<file path="src/rtl/instr_sequencer_if.sv">
// Instruction offer channel into the sequencer: valid/ready handshake plus opcode and register fields.
interface instr_sequencer_if;
   logic       ins_valid;
   logic       ins_ready;
   logic [2:0] ins_func;
   logic [2:0] ins_rx;
   logic [2:0] ins_ry;

   modport master (output ins_valid, ins_func, ins_rx, ins_ry, input ins_ready);
   modport slave  (input ins_valid, ins_func, ins_rx, ins_ry, output ins_ready);
endinterface

</file>
<file path="src/rtl/instr_sequencer.sv">
// Shared-bus datapath sequencer: buffers instructions in a small FIFO and issues them as
// timed control steps (register in/out enables, A/G loads, ALU select) one at a time.
module instr_sequencer #(
   parameter int unsigned FIFO_DEPTH = 2
) (
   input  logic                clk,
   input  logic                reset,
   input  logic                run,
   instr_sequencer_if.slave    ins,
   output logic [7:0]          r_in,
   output logic [7:0]          r_out,
   output logic                din_out,
   output logic                a_in,
   output logic                g_in,
   output logic                g_out,
   output logic                add_sub,
   output logic [1:0]          alu_sel,
   output logic                busy,
   output logic                done,
   output logic                err
);

   localparam int unsigned AW = (FIFO_DEPTH > 1) ? $clog2(FIFO_DEPTH) : 1;
   localparam int unsigned CW = AW + 1;

   localparam logic [2:0] OP_LOAD = 3'd0;
   localparam logic [2:0] OP_MOV  = 3'd1;
   localparam logic [2:0] OP_ADD  = 3'd2;
   localparam logic [2:0] OP_SUB  = 3'd3;
   localparam logic [2:0] OP_XOR  = 3'd4;

   typedef struct packed {
      logic [2:0] func;
      logic [2:0] rx;
      logic [2:0] ry;
   } instr_t;

   typedef enum logic [1:0] {IDLE, T1, T2, T3} state_t;

   instr_t          mem [FIFO_DEPTH];
   logic [AW-1:0]   wr_ptr;
   logic [AW-1:0]   rd_ptr;
   logic [CW-1:0]   count;
   logic            full;
   logic            empty;
   logic            push;
   logic            pop;
   instr_t          ir;
   state_t          state;
   state_t          state_next;

   // Register Rn maps to bit 7-n of the enable vectors.
   function automatic logic [7:0] reg_sel(input logic [2:0] r);
      return 8'h80 >> r;
   endfunction

   // Ready depends only on registered occupancy, never on this cycle's pop.
   assign full          = (count == CW'(FIFO_DEPTH));
   assign empty         = (count == '0);
   assign ins.ins_ready = !full && !reset;
   assign push          = ins.ins_valid && ins.ins_ready;
   assign pop           = (state == IDLE) && run && !empty;

   always_ff @(posedge clk) begin
      if (push) begin
         mem[wr_ptr] <= '{func: ins.ins_func, rx: ins.ins_rx, ry: ins.ins_ry};
      end
   end

   always_ff @(posedge clk) begin
      if (reset) begin
         wr_ptr <= '0;
         rd_ptr <= '0;
         count  <= '0;
      end else begin
         if (push) wr_ptr <= wr_ptr + AW'(1);
         if (pop)  rd_ptr <= rd_ptr + AW'(1);
         count <= count + CW'(push) - CW'(pop);
      end
   end

   always_ff @(posedge clk) begin
      if (reset) begin
         state <= IDLE;
         ir    <= '0;
      end else begin
         state <= state_next;
         if (pop) ir <= mem[rd_ptr];
      end
   end

   // Next state and Moore control decode from state + instruction register.
   always_comb begin
      state_next = IDLE;
      r_in       = '0;
      r_out      = '0;
      din_out    = 1'b0;
      a_in       = 1'b0;
      g_in       = 1'b0;
      g_out      = 1'b0;
      add_sub    = 1'b0;
      alu_sel    = 2'b00;
      done       = 1'b0;
      err        = 1'b0;
      busy       = (state != IDLE);
      case (state)
         IDLE: state_next = pop ? T1 : IDLE;
         T1: begin
            case (ir.func)
               OP_LOAD: begin
                  din_out = 1'b1;
                  r_in    = reg_sel(ir.rx);
                  done    = 1'b1;
               end
               OP_MOV: begin
                  r_out = reg_sel(ir.ry);
                  r_in  = reg_sel(ir.rx);
                  done  = 1'b1;
               end
               OP_ADD, OP_SUB, OP_XOR: begin
                  r_out      = reg_sel(ir.rx);
                  a_in       = 1'b1;
                  state_next = T2;
               end
               default: begin
                  done = 1'b1;
                  err  = 1'b1;
               end
            endcase
         end
         T2: begin
            r_out      = reg_sel(ir.ry);
            g_in       = 1'b1;
            state_next = T3;
            case (ir.func)
               OP_ADD:  alu_sel = 2'b01;
               OP_SUB: begin
                  alu_sel = 2'b10;
                  add_sub = 1'b1;
               end
               default: alu_sel = 2'b00;
            endcase
         end
         T3: begin
            g_out = 1'b1;
            r_in  = reg_sel(ir.rx);
            done  = 1'b1;
         end
         default: state_next = IDLE;
      endcase
   end

endmodule

</file>
<file path="src/flat_wrapper.sv">
// flat-port wrapper written by rule: the top's interface ports become plain ports
module instr_sequencer_flat 
#(
   parameter int unsigned FIFO_DEPTH = 2
)
  (clk, reset, run, r_in, r_out, din_out, a_in, g_in, g_out, add_sub, alu_sel, busy, done, err, ins_ins_valid, ins_ins_func, ins_ins_rx, ins_ins_ry, ins_ins_ready);
  instr_sequencer_if ins_i ();
  input  logic clk;
  input  logic reset;
  input  logic run;
  output logic [7:0] r_in;
  output logic [7:0] r_out;
  output logic din_out;
  output logic a_in;
  output logic g_in;
  output logic g_out;
  output logic add_sub;
  output logic [1:0] alu_sel;
  output logic busy;
  output logic done;
  output logic err;
  input wire logic [$bits(ins_i.ins_valid)-1:0] ins_ins_valid;
  input wire logic [$bits(ins_i.ins_func)-1:0] ins_ins_func;
  input wire logic [$bits(ins_i.ins_rx)-1:0] ins_ins_rx;
  input wire logic [$bits(ins_i.ins_ry)-1:0] ins_ins_ry;
  output wire logic [$bits(ins_i.ins_ready)-1:0] ins_ins_ready;
  assign ins_i.ins_valid = ins_ins_valid;
  assign ins_i.ins_func = ins_ins_func;
  assign ins_i.ins_rx = ins_ins_rx;
  assign ins_i.ins_ry = ins_ins_ry;
  assign ins_ins_ready = ins_i.ins_ready;
  instr_sequencer #(.FIFO_DEPTH(FIFO_DEPTH)) u_core (.clk(clk), .reset(reset), .run(run), .ins(ins_i), .r_in(r_in), .r_out(r_out), .din_out(din_out), .a_in(a_in), .g_in(g_in), .g_out(g_out), .add_sub(add_sub), .alu_sel(alu_sel), .busy(busy), .done(done), .err(err));
endmodule
</file>
<file path="config.mk">
export PLATFORM = sky130hd
export DESIGN_NAME = instr_sequencer_flat
export DESIGN_NICKNAME = d
export VERILOG_FILES = /design/src/rtl/instr_sequencer_if.sv /design/src/rtl/instr_sequencer.sv /design/src/flat_wrapper.sv
export SDC_FILE = /design/constraint.sdc
export NUM_CORES = 1
export LEC_CHECK = 0
export ABC_AREA = 1
export CORE_ASPECT_RATIO = 0.8
export CORE_UTILIZATION = 25
export DETAILED_ROUTE_END_ITERATION = 6
export HOLD_SLACK_MARGIN = 0.1
export SKIP_CTS_REPAIR_TIMING = 1
export SYNTH_ARGS = -nofsm -noshare
export SYNTH_HDL_FRONTEND = slang
export SYNTH_SLANG_ARGS = --single-unit
</file>
<file path="constraint.sdc">
create_clock -name clk -period 2 [get_ports clk]
set_input_delay 0.2 -clock clk [delete_from_list [all_inputs] [get_ports clk]]
set_output_delay 0.2 -clock clk [all_outputs]
set_load 0.01 [all_outputs]
</file>
==> impl.org, run 1 <==
** Finish
- Final Net Count :: 275
- Of the cells placed in the final design, the portion with a size suffix greater than 1 is 0.128.
- 0 antenna diodes ended up in the layout.
- In the layout the commonest cells are nand2_1 (40), inv_1 (30), clkdlybuf4s50_1 (23).
- Leading cell type in the layout, fill and taps excluded :: nand2_1
- For this run, the number of standard cells in the final layout without fillers is 341.
- Post-synthesis to final-layout area growth :: 39.0%

** Timing
- Measured against its own limit, the worst slew margin works out to 0.649.
- Setup TNS :: 0 ps
- Hold slack final :: 474 ps
- For this run, the top clock speed supported by timing is 519 MHz.
- Ratio of final minimum period to clock period :: 0.963
- Final Skew :: 6.34 ps
- The final number of max-transition violations was 0.
- The number of hold violations in the final report was 0.
- After layout, the minimum clock period comes to 1930 ps.
- For the pin with the worst max-slew slack, the measured transition is 526 ps.
- Unrepaired setup endpoints after global routing :: yes
- Setup violations remaining at the end of the flow were counted as 0.

** Pwr
- VDD sags by at most 0.389 mV.
- Logic gate share of total power :: 0.313
- Sw Share :: 0.347
- Seq pwr share :: 0.461
- Of the total power, the clock network draws 0.226.
- In this run the power density over the cells is 849 mW/mm^2.
- Internal Power :: 0.00131 W
- For this design the static power due to leakage is 1.13 nW.
- The analysis attributes to net switching a power of 0.000698 W.

** Clock tree
- TritonCTS built the clock tree.
- Clock Path Buffers :: 2
- Worst skew pair latency :: 280 ps
- Clock-pin slew reported for the worst setup and hold paths after clock tree synthesis :: 70 ps
- CTS sink count :: 33
- In this run the number of H-tree levels came out at 2.
- The tree is rooted in a clkbuf_8.
- Counting the buffers created by CTS gives 5.

** Die
- For this configuration, the core starts out at a cell density of 0.263.
- The region available for standard cell placement spans 0.00647 sq mm.
- Placement row count :: 26
- Overall die width :: 94.3 um
- Overall die area :: 0.00715 sq mm
- Die Y :: 75.8 um
- In this run the count of I/O pins placed on the die edge is 40.

** Yosys
- In the synthesized netlist the async set-or-reset flop fraction comes to 0.
- The synthesized netlist contains 27 unique library cells.
- Synth Area in Adders :: 0.0441
- Share of cell area taken by muxes after synthesis :: 0
- Gate Count Post-Synth :: 208
- After synthesis the netlist holds a flip-flop and latch count of 33.
- Compound-gate portion of the synthesized area :: 0.118
- Biggest area contributors in the synthesized netlist :: edfxtp_1 (32%), dfxtp_1 (18%), nand2_1 (8.8%)
- Post-Synthesis Mean Instance Area :: 8.19 sq um
- Mapped Area :: 0.00170 sq mm
- Fraction of post-synthesis cell area in the top cell type by area :: 0.317
- Counting flops with a built-in enable in the synthesized netlist gives 18.
- For this run, the register share of the synthesized area comes to 0.493.
- Counting every net in the synthesized netlist gives 227.
- Simple-gate share of the synthesized area :: 0.239
- The most used flip-flop cell after synthesis is edfxtp_1.
- Synthesized-area fraction occupied by xor and xnor cells :: 0.00514
- During synthesis, Yosys emitted a total of 0 warnings.
- By area, the combinational part of the netlist is dominated by simple AND/OR/NAND/NOR gates.
- Largest area contributor in the synthesized netlist :: edfxtp_1

** Setup path
- Required time at the worst-slack endpoint :: 1800 ps
- The worst setup path is launched from a flop.
- Critical path capture point type :: output port
- Worst Path Class, Setup :: reg -> out
- Worst EP arrival :: 1730 ps
- Along the worst path, the maximum fanout reaches 9.

** Run
- Max-cap violations in this run came to 0.

** Global route
- Global routing usage summed across all routing layers :: 0.105
- The first global-routing pass estimated 5580 um of wire.
- Number of antenna violations at the first check in global routing :: 0
- Largest net degree at the start of global routing :: 21
- The via count of the first global-routing pass came to 1,215.
- Summed over all layers, the global routing overflow is 0.

** Placed design
- Once detailed placement completed, the half-perimeter wirelength came to 2630 um.
- Port buffering added 39 buffers.
- Routability-driven placement finished with a final weighted congestion of 0.804.
- DP Cell Count :: 331

** Routing
- Number of design rule violations left after detail routing :: 0
- Vias after detailed routing :: 1,443
- The first detailed-routing pass ran for 4 iterations.
- Wires add up to 3550 um.
- In this run, the number of DRC markers left after iteration 0 of detailed routing was 67.
- Vias per Instance :: 4.23
- Dividing the detail-routed wire length by the instance count gives 10.4 um.
- Remaining antenna violation count after routing :: 0

** Run status
- Run status :: completed

** Worst hold path
- The worst hold path belongs to the class reg -> reg.
metal layers:
metal | part of all wire | global-route usage
met5 | 0 | 0
met4 | 0.011 | 0.0462
met3 | 0.074 | 0.0289
met2 | 0.38 | 0.153
met1 | 0.53 | 0.144
cell families after synthesis:
group           after synthesis
buf+inv                      41
flops                        33
xor+xnor                      1
simple gates                 91
compound gates               36
fa+ha+maj                     6
critical path, cell delays in order (launching register included):
cell and delay [ps]:
dfxtp_2 340, inv_1 70, ha_2 220, a21oi_4 100, nor3_1 160, clkdlybuf4s50_1 560
flip-flops by register name (all words and copies together), names as in the netlist:
name and cells:
u_core.wr_ptr 1, u_core.rd_ptr 1, u_core.mem 18, u_core.count 2
u_core.state 2, u_core.ir 9
cell usage after synthesis, types with 2 or more instances:
master,number
nand2_1,40
inv_1,30
a21oi_1,22
edfxtp_1,18
nor2_1,18
nand3_1,17
dfxtp_1,15
o21ai_0,9
nor3_1,8
ha_1,6
inv_2,4
buf_2,2
buf_4,2
clkbuf_1,2
nand3b_1,2
nor2_4,2
path summary, 6_finish.rpt:
check	startpoint	to	slack, ps	cells past startpoint
worst max-delay path	u_core.state[1]	r_in[6]	70	5
worst min-delay path	u_core.wr_ptr	u_core.wr_ptr	470	2
worst max register to register	u_core.state[1]	u_core.count[1]	130	11
worst min register to register	u_core.wr_ptr	u_core.wr_ptr	470	2
power by group through the flow:
stage	clock network [W]	logic, W	registers [W]
2_1_floorplan	0	0.000469	0.000890
3_3_place_gp	0	0.000597	0.000935
3_5_place_dp	0	0.000607	0.000938
4_1_cts	0.000472	0.000610	0.000924
5_1_grt	0.000509	0.000713	0.000945
6_report	0.000455	0.000630	0.000927
final cells by class:
| cell class | count | area [sq um] |
|---|---|---|
| fillers | 666 | 4110 |
| flip-flops and latches | 33 | 843 |
| multi-input cells | 134 | 721 |
| repair buffers | 48 | 490 |
| inverters | 34 | 128 |
| well taps | 84 | 105 |
| clock buffers | 5 | 68.8 |
| clock inverters | 3 | 12.5 |
metrics by stage:
step | total power [W] | util | setup WS [ps] | area [sq um]
floorplan | 0.00136 | - | 167 | 1700
global placement | 0.00153 | 0.341 | 76.6 | 2210
detailed placement | 0.00155 | 0.341 | 43.9 | 2210
CTS | 0.00201 | 0.354 | -270 | 2290
global route | 0.00217 | 0.366 | -52.1 | 2370
finish | 0.00201 | 0.366 | 74.9 | 2370
Power figures use the tool's default switching activity.
==> run 2: changes to the inputs <==
==> constraint.sdc (replaced) <==
create_clock -name clk -period 2.23 [get_ports clk]
set_input_delay 0.223 -clock clk [delete_from_list [all_inputs] [get_ports clk]]
set_output_delay 0.223 -clock clk [all_outputs]
set_load 0.01 [all_outputs]
==> run 2 against run 1 <==
Net effect: sequential power is 9.8% lower; die area stayed put; flip-flop and latch count stayed put; clock power is 8.6% lower; hold slack better by 2.1 ps.
==> impl.org, run 2 (same netlist as run 1, synthesis figures left out) <==
** Timing
- Slack of the critical path :: 135 ps (+60.4 ps)
- Timing would allow up to 477 MHz.
- Final Skew :: 9.07 ps (+2.73 ps)
- The setup TNS was 0 ps (unchanged).
- Dividing the final minimum period by the clock period gives 0.939.
- Unrepaired setup endpoints after global routing :: no
- Setup-failing EPs final :: 0 (unchanged)
- The transition time at the pin with the least slew margin is 552 ps (+26.2 ps).
- Final Hold Fails :: 0 (unchanged)
- Total count of max-transition violations in the final report :: 0 (unchanged)
- The max-slew headroom at the worst pin is 0.631 (-0.0175).
- Post-layout minimum cycle time :: 2090 ps

** Finish
- The fraction of final layout cells sized beyond drive strength 1 came to 0.0909 (-0.0375).
- Max reg flops :: 18 (unchanged)
- Register containing the most flip-flops in the final layout :: u_core.mem
- Final Net Count :: 271 (-1.5%)
- The number of inserted diodes is 0 (unchanged).
- Post-synthesis to final-layout area growth :: 35.6%
- Regs by FF count :: u_core.mem (18), u_core.ir (9)
- The number of filler instances in the final layout was 671 (+0.75%).
- The library cells used most frequently in the layout, excluding fill and tap cells, are nand2_1 (40), clkdlybuf4s50_1 (30), inv_1 (29).
- The library cell used most frequently in the layout, excluding fill and tap cells, is nand2_1.

** Worst hold path
- The worst hold path begins at u_core.wr_ptr.
- Path category of the worst min-delay check :: reg -> reg

** Clock tree
- The number of clock sinks seen by CTS is 33 (unchanged).
- Clock tree from TritonCTS :: yes
- The maximum level of the CTS H-tree was 2 (unchanged).
- The clock-pin slew reported for the worst setup and hold paths after clock tree synthesis is 60 ps (about the same).
- Num CTS Buffers :: 5 (unchanged)
- The insertion delay of the later-clocked pin in the worst-skew pair is 280 ps (about the same).
- The maximum number of buffers from clock root to sink was 2 (unchanged).
- Buffer cell driving the clock tree root :: clkbuf_8

** Global route
- The all-layer global routing usage is 0.103 (-0.00161).
- The total congestion overflow after global routing came to 0 (unchanged).
- Largest net degree at the start of global routing :: 21 (unchanged)
- The first-pass GRT wire length was 5560 um (-0.38%).
- The via count of the first global-routing pass came to 1,171 (-3.6%).
- Number of antenna violations at the first check in global routing :: 0 (unchanged)

** Die
- The core area is 0.00647 sq mm (unchanged).
- The total die area is 0.00715 sq mm (unchanged).
- Placement row count :: 26 (unchanged)
- The count of pins on the block boundary came to 40 (unchanged).
- The y dimension of the die is 75.8 um (unchanged).
- Overall die width :: 94.3 um (unchanged)
- Effective utilization at floorplan :: 0.263 (unchanged)

** Setup path
- The endpoint required time on the critical path was 2010 ps (+210 ps).
- Launch point of the worst reg-to-reg path :: u_core.state[1]
- The minimum setup slack among reg-to-reg paths was 400 ps (+270 ps).
- The worst setup path is of the reg -> out kind.
- The most critical setup path has its startpoint at u_core.state[1].
- Worst Reg2Reg Path Length in Cells :: 10 (-1)
- The data arrival at the endpoint of the critical path is 1870 ps (+140 ps).
- The highest net fanout along the worst path was 5 (-4).
- Critical path capture point type :: output port
- Following the worst setup path forward leads to its endpoint at a_in.
- The worst setup path is launched from a flop.
- The worst register-to-register path ends at u_core.count[1].

** Routing
- Vias after detailed routing :: 1,419 (-1.7%)
- Number of design rule violations left after detail routing :: 0 (unchanged)
- The number of routed nets with antenna violations came to 0 (unchanged).
- The final routed wirelength across all metal layers was 3580 um (+0.87%).
- Number of DRC violations after detailed-routing iteration 0 :: 87 (+30%)
- Post-DR wirelength/cell :: 10.6 um (+2.1%)
- The vias per cell came to 4.21 (-0.50%).
- First-pass detailed-route iteration total :: 4 (unchanged)

** Run status
- Run status :: completed

** Run
- MaxCap Viol Count :: 0 (unchanged)

** Pwr
- The worst-case vdd ir drop is 0.341 mV (-12%).
- The standby leakage power is 0.985 nW (-13%).
- The cell area power density is 777 mW/mm^2 (-8.5%).

** Placed design
- The final RePlAce weighted congestion came to 0.854 (+6.3%).
- Buffers added on ports :: 39 (unchanged)
- HPWL reported at the end of detailed placement :: 2580 um (-1.8%)
- The pre-CTS worst setup slack is 152 ps (+108 ps).
run 2: changes by cell type in the layout (fill, tap and decap cells not counted), sizes merged:
cell | previous run | this run
buf | 9 | 4
nor2 | 20 | 21
clkdlybuf4s50 | 23 | 30
clkinv | 3 | 1
dlymetal6s2s | 15 | 9
clkbuf | 6 | 7
run 2: worst min path at each step:
stage          slack (ps)               end  cells after the start
4_1_cts               480     u_core.wr_ptr                      2
3_5_place_dp          470     u_core.wr_ptr                      2
3_3_place_gp          450     u_core.wr_ptr                      2
6_report              480     u_core.wr_ptr                      2
2_1_floorplan         320  u_core.mem[0][0]                      0
5_1_grt               490     u_core.wr_ptr                      2
run 2: layout make-up:
| cell class | count | area [sq um] | share of cell area |
|---|---|---|---|
| sequential | 33 | 842 | 0.364 |
| multi-input combinational | 135 | 713 | 0.309 |
| timing repair buffer | 43 | 443 | 0.192 |
| inverter | 34 | 128 | 0.0552 |
| tap | 84 | 105 | 0.0455 |
| clock buffer | 7 | 76.3 | 0.0330 |
| clock inverter | 1 | 3.75 | 0.00162 |
run 2: layer usage:
layer | routed length [um] | share of wire | global-route usage | vias to the layer above
met1 | 1880 | 0.53 | 0.152 | 593
met3 | 272 | 0.076 | 0.0250 | 8
met2 | 1360 | 0.38 | 0.138 | 52
met5 | 0 | 0 | 0 | -
li1 | - | - | - | 766
met4 | 63 | 0.018 | 0.0513 | 0
run 2: power breakdown:
group / switching (W) / internal (W) / leakage, nW / total, W
Combinational: 0.000323 / 0.000220 / 0.657 / 0.000543
Sequential: 0.000104 / 0.000732 / 0.288 / 0.000836
Clock: 0.000199 / 0.000217 / 0.0399 / 0.000416
Total: 0.000626 / 0.00117 / 0.985 / 0.00180
run 2: through the flow:
step	utilization	area, sq um	total power, W	instances	hold slack [ps]
3_3_place_gp	0.336	2180	0.00136	327	453
4_1_cts	0.349	2260	0.00180	335	481
5_1_grt	0.357	2310	0.00192	337	490
6_report	0.357	2310	0.00180	337	476
2_1_floorplan	-	1700	0.00122	208	322
3_5_place_dp	0.336	2180	0.00137	327	471
run 2: critical path, stage by stage (launching register included):
cell             delay, ps
dfxtp_1                340
inv_1                  120
ha_2                   250
inv_2                   90
nor2_4                 130
and2_1                 130
clkdlybuf4s50_1        530
